[src/rtl/bus_mux_controller.sv]
// Sequencing FSM for the 16-bit datapath: latches one instruction and
// drives bus-mux selects, register write enables and A/G loads per cycle.
module bus_mux_controller #(
  parameter int INSTR_W = 16,
  parameter bit B2B     = 1'b1
) (
  input  logic               clock,
  input  logic               resetn,
  input  logic               run,
  input  logic [INSTR_W-1:0] instr,
  output logic               ir_load,
  output logic [2:0]         reg_sel,
  output logic               reg_r_sel,
  output logic               imm_sel,
  output logic [7:0]         reg_write,
  output logic               a_load,
  output logic               g_load,
  output logic [1:0]         alu_op,
  output logic               busy,
  output logic               done,
  output logic               illegal
);

  typedef enum logic [1:0] {
    IDLE = 2'd0,
    T1   = 2'd1,
    T2   = 2'd2,
    T3   = 2'd3
  } state_t;

  localparam logic [3:0] OP_MV  = 4'd0;
  localparam logic [3:0] OP_MVI = 4'd1;
  localparam logic [3:0] OP_ADD = 4'd2;
  localparam logic [3:0] OP_SUB = 4'd3;
  localparam logic [3:0] OP_AND = 4'd4;

  state_t             state_q, state_d;
  logic [INSTR_W-1:0] ir_q, ir_d;

  logic [3:0] opcode;
  logic [2:0] rx, ry;
  logic [7:0] wr_rx;
  logic [1:0] alu_code;
  logic       is_mv, is_mvi, is_alu;
  logic       unused_ir;

  assign opcode = ir_q[INSTR_W-1 -: 4];
  assign rx     = ir_q[INSTR_W-5 -: 3];
  assign ry     = ir_q[INSTR_W-8 -: 3];
  assign wr_rx  = 8'd1 << rx;
  assign unused_ir = ^ir_q[INSTR_W-11:0];

  assign is_mv  = (opcode == OP_MV);
  assign is_mvi = (opcode == OP_MVI);
  assign is_alu = (opcode == OP_ADD) ||
                  (opcode == OP_SUB) ||
                  (opcode == OP_AND);

  assign alu_code = (opcode == OP_SUB) ? 2'b01 :
                    (opcode == OP_AND) ? 2'b10 :
                                         2'b00;

  always_ff @(posedge clock or negedge resetn) begin
    if (!resetn) begin
      state_q <= IDLE;
      ir_q    <= '0;
    end else begin
      state_q <= state_d;
      ir_q    <= ir_d;
    end
  end

  always_comb begin
    state_d   = state_q;
    ir_d      = ir_q;
    ir_load   = 1'b0;
    reg_sel   = 3'd0;
    reg_r_sel = 1'b0;
    imm_sel   = 1'b0;
    reg_write = 8'd0;
    a_load    = 1'b0;
    g_load    = 1'b0;
    alu_op    = 2'b00;
    busy      = 1'b0;
    done      = 1'b0;
    illegal   = 1'b0;
    unique case (state_q)
      IDLE: begin
        ir_load = run;
        if (run) begin
          ir_d    = instr;
          state_d = T1;
        end
      end
      T1: begin
        busy = 1'b1;
        unique case (1'b1)
          is_mv: begin
            reg_sel   = ry;
            reg_write = wr_rx;
            done      = 1'b1;
          end
          is_mvi: begin
            imm_sel   = 1'b1;
            reg_write = wr_rx;
            done      = 1'b1;
          end
          is_alu: begin
            reg_sel = rx;
            a_load  = 1'b1;
            state_d = T2;
          end
          default: begin
            done    = 1'b1;
            illegal = 1'b1;
          end
        endcase
      end
      T2: begin
        busy    = 1'b1;
        reg_sel = ry;
        g_load  = 1'b1;
        alu_op  = alu_code;
        state_d = T3;
      end
      T3: begin
        busy      = 1'b1;
        reg_r_sel = 1'b1;
        reg_write = wr_rx;
        done      = 1'b1;
      end
      default: state_d = IDLE;
    endcase
    // back-to-back issue: the done cycle doubles as the next accept cycle
    if (done) begin
      if (B2B && run) begin
        ir_load = 1'b1;
        ir_d    = instr;
        state_d = T1;
      end else begin
        state_d = IDLE;
      end
    end
  end

endmodule
[config.mk]
export PLATFORM = sky130hd
export DESIGN_NAME = bus_mux_controller
export DESIGN_NICKNAME = d
export VERILOG_FILES = /design/src/rtl/bus_mux_controller.sv
export SDC_FILE = /design/constraint.sdc
export NUM_CORES = 1
export LEC_CHECK = 0
export ABC_AREA = 1
export CAP_MARGIN = 20
export CORE_MARGIN = 2
export CORE_UTILIZATION = 45
export CTS_BUF_LIST = sky130_fd_sc_hd__clkbuf_4 sky130_fd_sc_hd__clkbuf_8 sky130_fd_sc_hd__clkbuf_16
export DETAILED_ROUTE_END_ITERATION = 10
export DONT_BUFFER_PORTS = 1
export SLEW_MARGIN = 20
export SYNTH_ARGS = -nofsm -noshare
export SYNTH_HDL_FRONTEND = slang
export SYNTH_SLANG_ARGS = --single-unit
[constraint.sdc]
create_clock -name clock -period 3.8 [get_ports clock]
set_input_delay 0.38 -clock clock [delete_from_list [all_inputs] [get_ports clock]]
set_output_delay 0.38 -clock clock [all_outputs]
set_load 0.02 [all_outputs]
==> reports/results.txt, run 1 <==
Critical Path Source Type: flop
Final setup fails: 0
NumNets Final: 151
Final worst-path setup slack: 1.175 ns
Total track usage: 17.37%
RSZ-0062 raised after global routing: false
Antenna-violating nets left: 0
Metal3 WL: 117 um
Seq cells post-synth: 12
Final worst-path cycle share: 69.07%
Post-synthesis simple-gate area fraction: 41.43%
Remaining DRCs: 0
Die Ht: 47.20 um
M1 WL: 854 um
Max-Slew Margin vs Limit: 54.34%
Final wirelength: 1790 um
Worst reg2reg path startpoint: state_q[0]
Rows: 15
# diodes: 0
Initial drt markers: 11
WHS Path Cells: 2
Yosys warns: 0
Final Hold Viols: 0
Least-Margin Pin Slew: 0.6797 ns
Insertion delay to the later sink of the worst-skew pair: 0.27 ns
Syn nets: 148
Vias in the first global route: 596
Clock skew: 0.005284 ns
Peak Freq: 381.0 MHz
Clock-pin slew on the worst setup and hold paths: 0.07 ns
Fraction of layout instances using a drive strength above 1: 5.645%
Synthesized cell area: 839.6 sq um
Max Used Layer: met4
Starting Density: 48.10%
Crit path max fanout: 4
Largest family of logic cells by synthesized area: simple AND/OR/NAND/NOR gates
Minimum clock period: 2.625 ns
FF-to-FF path depth: 7
CTS Sinks: 12
CTS tree: built
Post-DR wirelength/cell: 12.01 um
TritonCTS buffer count: 3
Routed wl met2: 792 um
Avg Inst Size Synth: 6.826 sq um
Max Cap Viol: 0
VDD IR-drop max: 389.1 uV
Flop-to-flop setup slack: 2.02 ns
Synth Area in Compound Gates: 3.577%
Global placer's final weighted congestion: 0.8074
Synth Area in XOR/XNOR: 0%
Hold Crit Start: instr[15]
Slew Limit Fails: 0
Post-detail-place hpwl: 1351 um
Initial antenna violation count: 0
Setup tns final: 0 ns
Global-route wire length before repair: 2677 um
PwrDens: 950.6 nW/um^2
First drt pass iteration count: 4
CTS Root Cell: clkbuf_4
Fin Hold WS: 0.2094 ns
Most frequent cells in the layout: nand2_1 (43), inv_1 (16), nor2_1 (14)
Vias/cell: 5.007
Post-cts sizing count: 0
Register area share after synthesis: 35.77%
I/O Buffers: 0
Synth-to-Final Area Change: 4.471%
Post-synthesis cell count: 123
H-tree depth: 1
Vias: 746
IO Pins: 40
Die footprint: 2227 sq um
Status: completed
CTS Buffer Depth: 2
Die width: 47.20 um
Largest net degree at the start of global routing: 13
Crit end category: output port
Leakage: 0.4679 nW
Adder-Cell Fraction of Synth Area: 8.942%
Multiplexer share of the synthesized area: 0%
Place WS: 1.477 ns
Critical Path RT: 3.42 ns
Core area: 1745 sq um
Grt ovf: 0
Most common cell after layout, fill and taps aside: nand2_1
Arrival @ worst endpoint: 2.24 ns
HP Class: input port to flop
Cell variety after synth: 16
Crit path from: state_q[1]
Setup CP Type: flop to output port
[synth_stat cells]
library cell / instances / area share (%)
nand2_1: 43 / 19
inv_1: 16 / 7.2
nor2_1: 14 / 6.3
nand3_1: 13 / 7.7
dfrtp_1: 12 / 36
ha_1: 6 / 8.9
a21oi_1: 4 / 2.4
nor3_1: 3 / 1.8
buf_6: 2 / 2.7
nand2_2: 2 / 1.5
nand4_1: 2 / 1.5
o21ai_0: 2 / 1.2
clkbuf_1: 1 / 0.45
nand2_4: 1 / 1.3
nand3_2: 1 / 1.2
nand3b_1: 1 / 0.89
[layout make-up]
| class | count | area [sq um] |
|---|---|---|
| sequential | 12 | 300.3 |
| tap | 25 | 31.28 |
| multi-input combinational | 92 | 452.9 |
| clock buffer | 3 | 22.52 |
| fill | 188 | 868.3 |
| inverter | 16 | 60.06 |
| timing repair buffer | 1 | 10.01 |
[critical path, stage by stage, from the launching register on]
cell	delay, ns
dfrtp_1	0.41
inv_1	0.13
ha_1	0.26
inv_1	0.11
a21oi_1	0.52
nand2_1	0.10
a21oi_1	0.44
[routing by layer]
metal / up-vias / track usage (%)
met5: - / 0
met4: 0 / 6.667
li1: 387 / -
met3: 4 / 5.769
met1: 330 / 23.80
met2: 25 / 25.48
[through the flow]
| step | instances | utilization, % | power [W] | cell area, sq um |
|---|---|---|---|---|
| after global placement | 145 | 48.39 | 0.0007500 | 844.6 |
| final | 149 | 50.25 | 0.0008338 | 877.1 |
| after CTS | 149 | 50.25 | 0.0008404 | 877.1 |
| after global routing | 149 | 50.25 | 0.0009179 | 877.1 |
| after detailed placement | 145 | 48.39 | 0.0007603 | 844.6 |
| after floorplan | 123 | - | 0.0006906 | 839.6 |
[cells by family after synthesis]
kind of cell | after synthesis
and+or+nand+nor | 80
buffers and inverters | 19
DFF | 12
AOI/OAI and AO/OA | 6
adders and majority gates | 6
[power breakdown]
part / internal (W) / leakage [nW] / switching, W / total [W]
Clock: 0.0000367 / 0.0138 / 0.0000410 / 0.0000777
Combinational: 0.000137 / 0.306 / 0.000368 / 0.000505
Sequential: 0.000193 / 0.148 / 0.0000581 / 0.000251
[worst max-delay path by stage]
stage	end	slack (ns)
global route	reg_sel[0]	0.97
CTS	reg_sel[2]	1.18
floorplan	reg_sel[1]	1.68
detailed placement	reg_sel[2]	1.48
global placement	reg_sel[2]	1.48
finish	reg_sel[2]	1.18
[what timing repair did]
item | 4_1_cts | 5_1_grt
hold endpoints to repair | 12 | 0
buffers inserted | 0 | 0
hold buffers | 1 | 0
Power figures use the tool's default switching activity.
==> run 2: changes to the inputs <==
Clock period 3.8 ns to 2.6 ns, I/O delays scaled along.
==> run 2 against run 1 <==
Against the previous run: setup slack lost 0.80 ns; critical path depth is the same; die area is the same.
==> reports/results.txt, run 2 (synthesized netlist as in run 1, its figures left out) <==
Setup CP Type: flop to output port
NumNets Final: 152 (+0.66%)
CTS Sinks: 12 (unchanged)
Met3 usage: 5.769% (unchanged)
CTS Root Cell: clkbuf_4
Grt ovf: 0 (unchanged)
PwrDens: 1381 nW/um^2 (+45%)
Synth-to-Final Area Change: 5.365%
Total track usage: 17.89% (+0.53 points)
Peak Freq: 450.1 MHz
Clk network pwr share: 9.1% (-0.2 points)
Crit-path cells: inv_1 > ha_1 > inv_1 > o21ai_0 > nand2_1 > nor2_1
Final Hold Viols: 0 (unchanged)
Clock skew: 0.002460 ns (-0.002825 ns)
Grt peak-use layer: met2
Max Cap Viol: 0 (unchanged)
# diodes: 0 (unchanged)
RSZ-0062 raised after global routing: false
Final worst-path cycle share: 85.45%
Vias/cell: 4.900 (-2.1%)
Final worst-path setup slack: 0.3783 ns (-0.7970 ns)
Die footprint: 2227 sq um (unchanged)
H-tree depth: 1 (unchanged)
Fraction of layout instances using a drive strength above 1: 6.400% (+0.75 points)
Crit path depth: 6 (unchanged)
Total internal power: 0.0005423 W (+48%)
Hold-fix buffers, CTS: 1 (unchanged)
CTS Buffer Depth: 2 (unchanged)
Vias in the first global route: 626 (+5.0%)
Initial antenna violation count: 0 (unchanged)
Clock-pin slew on the worst setup and hold paths: 0.07 ns (about the same)
Most common cell after layout, fill and taps aside: nand2_1
FF-to-FF path depth: 8 (+1)
CP Buf/Inv Count: 2 (unchanged)
Core area: 1745 sq um (unchanged)
Max-Slew Margin vs Limit: 54.92% (+0.58 points)
Global placer's final weighted congestion: 0.8095 (+0.26%)
Critical Path Source Type: flop
Vias: 735 (-1.5%)
Rows: 15 (unchanged)
IO Pins: 40 (unchanged)
Initial drt markers: 13 (+2)
Starting Density: 48.10% (unchanged)
Arrival @ worst endpoint: 1.96 ns (-0.28 ns)
HP Class: input port to flop
Antenna-violating nets left: 0 (unchanged)
Crit path max fanout: 4 (unchanged)
Die width: 47.20 um (unchanged)
Critical Path RT: 2.34 ns (-1.08 ns)
Place WS: 0.6895 ns (-0.7871 ns)
CTS tree: built
Die Ht: 47.20 um (unchanged)
Final wirelength: 1748 um (-2.3%)
Most frequent cells in the layout: nand2_1 (43), inv_1 (16), nor2_1 (14)
CP max stage delay: 0.41 ns (-0.11 ns)
Post-detail-place hpwl: 1364 um (+0.98%)
Global-route wire length before repair: 2691 um (+0.52%)
Crit end category: output port
Comb pwr share: 60.9% (+0.3 points)
Setup tns final: 0 ns (unchanged)
WHS Path Cells: 2 (unchanged)
Least-Margin Pin Slew: 0.6711 ns (-0.008604 ns)
Slew Limit Fails: 0 (unchanged)
Status: completed
Largest net degree at the start of global routing: 13 (unchanged)
TritonCTS buffer count: 3 (unchanged)
Post-CTS Setup Repair Bufs: 0 (unchanged)
CP most frequent cell: inv_1
Sequential power share: 30.0% (about the same)
I/O Buffers: 0 (unchanged)
Minimum clock period: 2.222 ns
Insertion delay to the later sink of the worst-skew pair: 0.27 ns (about the same)
VDD IR-drop max: 564.9 uV (+45%)
CP max stage cell: dfrtp_1
Switching share of power: 55.62% (-0.40 points)
Post-cts sizing count: 0 (unchanged)
Met1 Track Usage GR: 23.68% (-0.11 points)
Top Family by Delay on Critical Path: simple AND/OR/NAND/NOR gates
Leakage: 0.4733 nW (+1.1%)
Sw power: 0.0006797 W (+46%)
First drt pass iteration count: 4 (unchanged)
Met2 Resource Use GR: 26.58% (+1.1 points)
Remaining DRCs: 0 (unchanged)
Final setup fails: 0 (unchanged)
Post-DR wirelength/cell: 11.65 um (-3.0%)
## run 2: area by class of cell
| cell class | instances | area (sq um) |
|---|---|---|
| repair buffers | 2 | 17.52 |
| inverters | 16 | 60.06 |
| clock buffers | 3 | 22.52 |
| multi-input cells | 92 | 452.9 |
| fillers | 185 | 860.8 |
| well taps | 25 | 31.28 |
| flip-flops and latches | 12 | 300.3 |
## run 2: path summary, 6_finish.rpt
path                       slack, ns            to  startpoint
max                             0.38  reg_write[0]  state_q[1]
min                              0.1          flop    instr[8]
max reg2reg                     0.81          flop  state_q[1]
min reg2reg                     0.51          flop        flop
max in group asynchronous       1.83    state_q[0]      resetn
min in group asynchronous       0.41     async pin      resetn
## run 2: routing by layer
layer	wire [um]	vias up	part of all wire (%)
li1	-	385	-
met1	826	320	47
met2	778	26	45
met3	116	4	6.6
met4	28	0	1.6
met5	0	-	0
## run 2: per-stage QoR
| step | util (%) | cells | power (W) | hold WS (ns) | instance area (sq um) |
|---|---|---|---|---|---|
| floorplan | - | 123 | 0.001009 | -0.03559 | 839.6 |
| global placement | 48.82 | 146 | 0.001103 | -0.03536 | 852.1 |
| detailed placement | 48.82 | 146 | 0.001119 | -0.03534 | 852.1 |
| CTS | 50.68 | 150 | 0.001235 | 0.09422 | 884.6 |
| global route | 50.68 | 150 | 0.001358 | 0.08469 | 884.6 |
| finish | 50.68 | 150 | 0.001222 | 0.09757 | 884.6 |
## run 2: power by group through the flow
stage | logic, W | registers [W] | clock network (W)
floorplan | 0.000658 | 0.000352 | 0
global placement | 0.000732 | 0.000371 | 0
detailed placement | 0.000748 | 0.000371 | 0
CTS | 0.000755 | 0.000366 | 0.000114
global route | 0.000851 | 0.000383 | 0.000124
finish | 0.000744 | 0.000367 | 0.000111
